File: src/rtl/aeolus_io_port.sv
// Board I/O front-end: switch synchronise/debounce, CPU output port, stretched core reset.
// Optional build macro AEOLUS_IO_EDGE_EN adds sticky rising-edge flags (swEdge/swEdgeClr).
module aeolus_io_port #(
  parameter int unsigned SW_WIDTH        = 8,
  parameter int unsigned OUT_WIDTH       = 4,
  parameter int unsigned DEBOUNCE_CYCLES = 16,
  parameter int unsigned RST_STRETCH     = 8
) (
  input  logic                 boardCLK,
  input  logic                 reset,
  input  logic [SW_WIDTH-1:0]  switches,
  output logic [SW_WIDTH-1:0]  swData,
  output logic                 swChanged,
  input  logic                 cpuWrEn,
  input  logic [OUT_WIDTH-1:0] cpuWrData,
  output logic [OUT_WIDTH-1:0] cpuOut,
  output logic                 cpuRstOut
`ifdef AEOLUS_IO_EDGE_EN
  ,
  output logic [SW_WIDTH-1:0]  swEdge,
  input  logic                 swEdgeClr
`endif
);

  localparam int unsigned CNT_W = $clog2(DEBOUNCE_CYCLES + 1);
  localparam int unsigned STR_W = $clog2(RST_STRETCH + 1);
  localparam logic [CNT_W-1:0] CNT_LAST = CNT_W'(DEBOUNCE_CYCLES - 1);
  localparam logic [STR_W-1:0] STR_LAST = STR_W'(RST_STRETCH - 1);

  typedef enum logic {HOLD, RUN} rst_state_t;

  logic [SW_WIDTH-1:0] sync1;
  logic [SW_WIDTH-1:0] sync2;
  logic [CNT_W-1:0]    cnt     [SW_WIDTH];
  logic [CNT_W-1:0]    cnt_nxt [SW_WIDTH];
  logic [SW_WIDTH-1:0] upd;
  rst_state_t          state;
  logic [STR_W-1:0]    str_cnt;

  // Per-bit debounce: a bit is accepted only after DEBOUNCE_CYCLES consecutive differing samples
  always_comb begin
    for (int i = 0; i < int'(SW_WIDTH); i++) begin
      cnt_nxt[i] = '0;
      upd[i]     = 1'b0;
      if (sync2[i] != swData[i]) begin
        if (cnt[i] == CNT_LAST) upd[i] = 1'b1;
        else                    cnt_nxt[i] = cnt[i] + CNT_W'(1);
      end
    end
  end

  always_ff @(posedge boardCLK or posedge reset) begin
    if (reset) begin
      sync1     <= '0;
      sync2     <= '0;
      swData    <= '0;
      swChanged <= 1'b0;
      for (int i = 0; i < int'(SW_WIDTH); i++) cnt[i] <= '0;
    end else begin
      sync1     <= switches;
      sync2     <= sync1;
      swData    <= (swData & ~upd) | (sync2 & upd);
      swChanged <= |upd;
      for (int i = 0; i < int'(SW_WIDTH); i++) cnt[i] <= cnt_nxt[i];
    end
  end

  // Reset stretcher; the output port only accepts writes once the core is running
  always_ff @(posedge boardCLK or posedge reset) begin
    if (reset) begin
      state     <= HOLD;
      str_cnt   <= '0;
      cpuRstOut <= 1'b1;
      cpuOut    <= '0;
    end else if (state == HOLD) begin
      if (str_cnt == STR_LAST) begin
        state     <= RUN;
        str_cnt   <= '0;
        cpuRstOut <= 1'b0;
      end else begin
        str_cnt <= str_cnt + STR_W'(1);
      end
    end else if (cpuWrEn) begin
      cpuOut <= cpuWrData;
    end
  end

`ifdef AEOLUS_IO_EDGE_EN
  // Sticky rise flags; a new rise beats a simultaneous clear
  always_ff @(posedge boardCLK or posedge reset) begin
    if (reset) swEdge <= '0;
    else       swEdge <= (swEdgeClr ? '0 : swEdge) | (upd & sync2);
  end
`endif

endmodule

File: config.mk
export PLATFORM = sky130hd
export DESIGN_NAME = aeolus_io_port
export DESIGN_NICKNAME = d
export VERILOG_FILES = /design/src/rtl/aeolus_io_port.sv
export SDC_FILE = /design/constraint.sdc
export NUM_CORES = 1
export LEC_CHECK = 0
export CORE_MARGIN = 3
export CORE_UTILIZATION = 35
export CTS_BUF_LIST = sky130_fd_sc_hd__clkbuf_16
export DETAILED_ROUTE_END_ITERATION = 12
export GPL_ROUTABILITY_DRIVEN = 0
export PLACE_DENSITY = 0.58
export SLEW_MARGIN = 20
export SYNTH_ARGS = -nofsm -noshare
export SYNTH_HDL_FRONTEND = slang
export SYNTH_SLANG_ARGS = --single-unit
File: constraint.sdc
create_clock -name boardCLK -period 6.3 [get_ports boardCLK]
set_clock_uncertainty 0.2 [all_clocks]
set_input_delay 0.945 -clock boardCLK [delete_from_list [all_inputs] [get_ports boardCLK]]
set_output_delay 0.945 -clock boardCLK [all_outputs]
set_load 0.02 [all_outputs]
# [Word-level counts from Yosys, hierarchy flattened]
# Cells that the tools add are included.
# W data, S select, Z words.
[totals] word_cells=85 reg_bits=75 inputBits=15
[classes] bitwise=5 n_reduce_logical=3 n_addsub=9 mux=35 n_eq_ne=17
[ops] operator="$mux W5" count=16
[ops] operator="$add A5 B1 Y5 const B" count=8
[ops] operator="$eq A5 B4 Y1 const B" count=8
[ops] operator="$mux W1" count=18
[ops] operator="$and A8 B8 Y8" count=2
[ops] operator="$ne A1 B1 Y1" count=8
[ops] operator="$not A8 Y8" count=1
[ops] operator="$or A8 B8 Y8" count=1
[ops] operator="$reduce_or A8 Y1" count=1
[ops] operator="$add A4 B1 Y4 const B" count=1
[ops] operator="$eq A4 B3 Y1 const B" count=1
[ops] operator="$mux W4" count=1
[ops] operator="$reduce_and A2 Y1" count=2
[ops] operator="$not A1 Y1" count=1

# [Logic depth before layout (Yosys ltp)]
[depth] ltp_word=6 depth_mapped=4

# [Worst setup path after synthesis]
# No wires, ideal clock.
[synth_timing] path_type="input-to-reg" start="input cpuWrEn" end="register cpuOut[0]" stages=2 t_arrival_ns=1.382 n_path_buf=0 setup_slack_ns=4.591 t_required_ns=5.972 setup_ns=0.128 cell_sequence="nand2_1 -> mux2_1"
[synth_between] elab_chain_cells=1
[synth_rtl] element="from (decl)" line_no="14" rtl="input logic cpuWrEn,"
[synth_rtl] element="$reduce_and A2 Y1 (no line)"
[synth_rtl] element="to (signal assigned)" line_no="84" rtl="cpuOut <= cpuWrData;"
[synth_rtl] element="to (decl)" line_no="16" rtl="output logic [OUT_WIDTH-1:0] cpuOut,"
# No other way between the ends.
# A chain may end at the register's enable or synchronous reset.

# [Worst setup path in the final report]
[layout_timing] start="register cpuRstOut" end="output cpuRstOut"
[layout_lines] element="from (decl)" line_no="17" rtl="output logic cpuRstOut"
[layout_lines] element="from (signal assigned)" line_no="73" rtl="cpuRstOut <= 1'b1;"
[layout_lines] element="from (signal assigned)" line_no="79" rtl="cpuRstOut <= 1'b0;"
# No word-level cell between the ends.

==> impl_metrics.tcl <==
set metrics [dict create \
    status "completed" \
    start_util_pct 36.8 \
    power_density_nw_per_um2 291 \
    setup_viol 0 \
    grt_pass1_vias 1729 \
    die_area_um2 9410 \
    path_class "flip-flop to primary output" \
    vias 1682 \
    power_leakage_nw 1.70 \
    path_cells "clkdlybuf4s50_1" \
    wire_per_inst_um 11.4 \
    crit_slowest_cell "clkdlybuf4s50_1" \
    drc 0 \
    cp_num_buf_inv 1 \
    die_x_um 97.0 \
    grt_max_degree 76 \
    port-buffer-count 28 \
    peakVddDrop_mv 0.127 \
    hold_viol_final 0 \
    ios 29 \
    fill_cells 732 \
    syn_area_um2 2900 \
    period_needed_ns 2.59 \
    cts_buffers 9 \
    avgSynthCellArea_um2 13.1 \
    clock_latency_ns 0.32 \
    syn_to_final_growth_pct 23.8 \
    rows 32 \
    cts_root_buf "clkbuf_16" \
    cts_hold_buf 0 \
    rsz0062_at_grt "false" \
    post_cts_buffers 0 \
    startpoint_type "flip-flop" \
    synth_area_leaders "dfrtp_1 64%, mux2_1 5.0%, xnor2_1 4.8%" \
    clkSinkCount 75 \
    globalRoute.totalOverflow 0 \
    cts_tree "yes" \
    ys_ff_latch 75 \
    cp_slowest_stage_delay_ns 0.59 \
    yosysTopAreaCell "dfrtp_1" \
    via_per_inst 4.57 \
    die_height_um 97.0 \
    hp-class "flip-flop to flip-flop" \
    cp_data_arrival_time_ns 1.44 \
    ys_seq_area_share_pct 64.8 \
    endpoint_kind "primary output" \
    syn_nets 246 \
    h-tree-depth 3 \
    drtIter0Drc 47 \
    synth-edff-count 0 \
    synthArstFlopShare_pct 100 \
    dpl.hpwl_mm 2.87 \
    finish.utilization_pct 45.5 \
    syn_inst 222 \
    ant_nets 0 \
    clockBufferDepth 2 \
    fin_setup_tns_ns 0 \
    relSlewSlack_pct 39.0 \
    period_share_pct 41.1 \
    drt_wl_total_mm 4.18 \
    drt_first_pass_iters 4 \
    tightestPinTransition_ns 0.915 \
    cp_data_required_time_ns 5.15 \
    slew_violations 0 \
    core_um2 7890 \
    ys_types 23 \
    whs_ns 0.147 \
    cp_top_family "buffers and inverters" \
    synth-main-ff-cell "dfrtp_1" \
    nets 286 \
    max_freq_ghz 0.386 \
    path_max_fanout 2 \
    grt_usage_pct 10.1 \
    max-cap-violations 0 \
    ctsResizeCount 0 \
    grt_pass1_wl_mm 7.61 \
    synth_top_area_share_pct 63.9 \
    clk_pin_slew_ns 0.05 \
    drive_above_1_share_pct 5.64 \
    antenna_found_initial 0 \
    yosys_warnings 0 \
    n_antenna_cell 0 \
]
==> routing by layer <==
| metal | GRT usage (%) | up-vias | share of wire [%] | routed length, µm |
|---|---|---|---|---|
| li1 | - | 838 | - | - |
| met1 | 12.6 | 810 | 49 | 2040 |
| met2 | 15.0 | 29 | 45 | 1870 |
| met3 | 4.11 | 5 | 5.1 | 215 |
| met4 | 5.18 | 0 | 1.3 | 53 |
| met5 | 0 | - | 0 | 0 |
==> cell usage in the layout, fill, tap and decap left out <==
| master | n |
|---|---|
| inv_1 | 7 |
| o31a_1 | 1 |
| xnor2_2 | 1 |
| nand3_1 | 12 |
| a31o_1 | 1 |
| dfstp_2 | 1 |
| o21ai_1 | 5 |
| dfrtp_1 | 74 |
| a21o_1 | 1 |
| nor2_1 | 31 |
| o32ai_1 | 4 |
| clkbuf_16 | 9 |
| or4_1 | 1 |
| and3_1 | 7 |
| inv_2 | 1 |
| mux2_1 | 13 |
| xor2_1 | 16 |
| nand2b_1 | 1 |
| nand4b_1 | 5 |
| nor3_1 | 1 |
| clkinv_1 | 2 |
| a31oi_1 | 4 |
| xnor2_1 | 16 |
| buf_4 | 1 |
| nand2_1 | 10 |
| ha_1 | 9 |
| clkinv_2 | 1 |
| and2_1 | 2 |
| clkdlybuf4s50_1 | 28 |
| bufinv_16 | 1 |
==> synth_stat cells (all sizes together) (2+ instances only) <==
cell    instances
a31oi           4
and2            2
and3            7
dfrtp          74
ha              9
inv             6
mux2           13
nand2          10
nand3          12
nand4b          5
nor2           31
o21ai           5
o32ai           4
xnor2          17
xor2           16
==> cells by family (layout without fill, tap and decap cells) <==
logic type      after synthesis  after routing  synth area share [%]
xor+xnor                     33             33                  10.2
fa+ha+maj                     9              9                  3.88
simple gates                 70             70                  11.5
buf+inv                       6             50                 0.777
flops                        75             75                  64.8
compound gates               16             16                  3.80
mux                          13             13                  5.05
==> per-stage QoR <==
stage / setup WS, ns / instances / instance area [µm²] / power, W
5_1_grt: 3.67 / 368 / 3590 / 0.00109
3_3_place_gp: 3.86 / 353 / 3310 / 0.000583
6_report: 3.71 / 368 / 3590 / 0.00104
3_5_place_dp: 3.87 / 353 / 3310 / 0.000585
2_1_floorplan: 3.25 / 222 / 2900 / 0.000560
4_1_cts: 3.69 / 368 / 3590 / 0.00107
==> area by class of cell <==
cell class / count / area (µm²) / area share, %
clock inverters: 6 / 50.0 / 1.39
clock buffers: 9 / 225 / 6.27
repair buffers: 29 / 288 / 8.02
well taps: 102 / 128 / 3.56
multi-input cells: 141 / 998 / 27.8
flip-flops and latches: 75 / 1880 / 52.3
inverters: 6 / 22.5 / 0.627
==> where the power goes <==
group | internal (W) | switching, W
logic | 0.0000286 | 0.0000291
clock network | 0.000297 | 0.000173
registers | 0.000503 | 0.0000141
total | 0.000829 | 0.000216
==> path summary, 6_finish.rpt <==
path                                 from                    endpoint  slack [ns]  depth (start not counted)
worst max-delay path            cpuRstOut                   cpuRstOut        3.71                          1
worst min-delay path             sync1[0]                    sync2[0]        0.15                          0
worst max register to register    cnt[30]                   swChanged        4.51                          4
worst min register to register   sync1[0]                    sync2[0]        0.15                          0
max in group asynchronous           reset  asynchronous set/reset pin        4.27                          3
min in group asynchronous           reset                    sync1[2]        1.00                          3
Note: power is estimated with default switching activity, not from simulation.
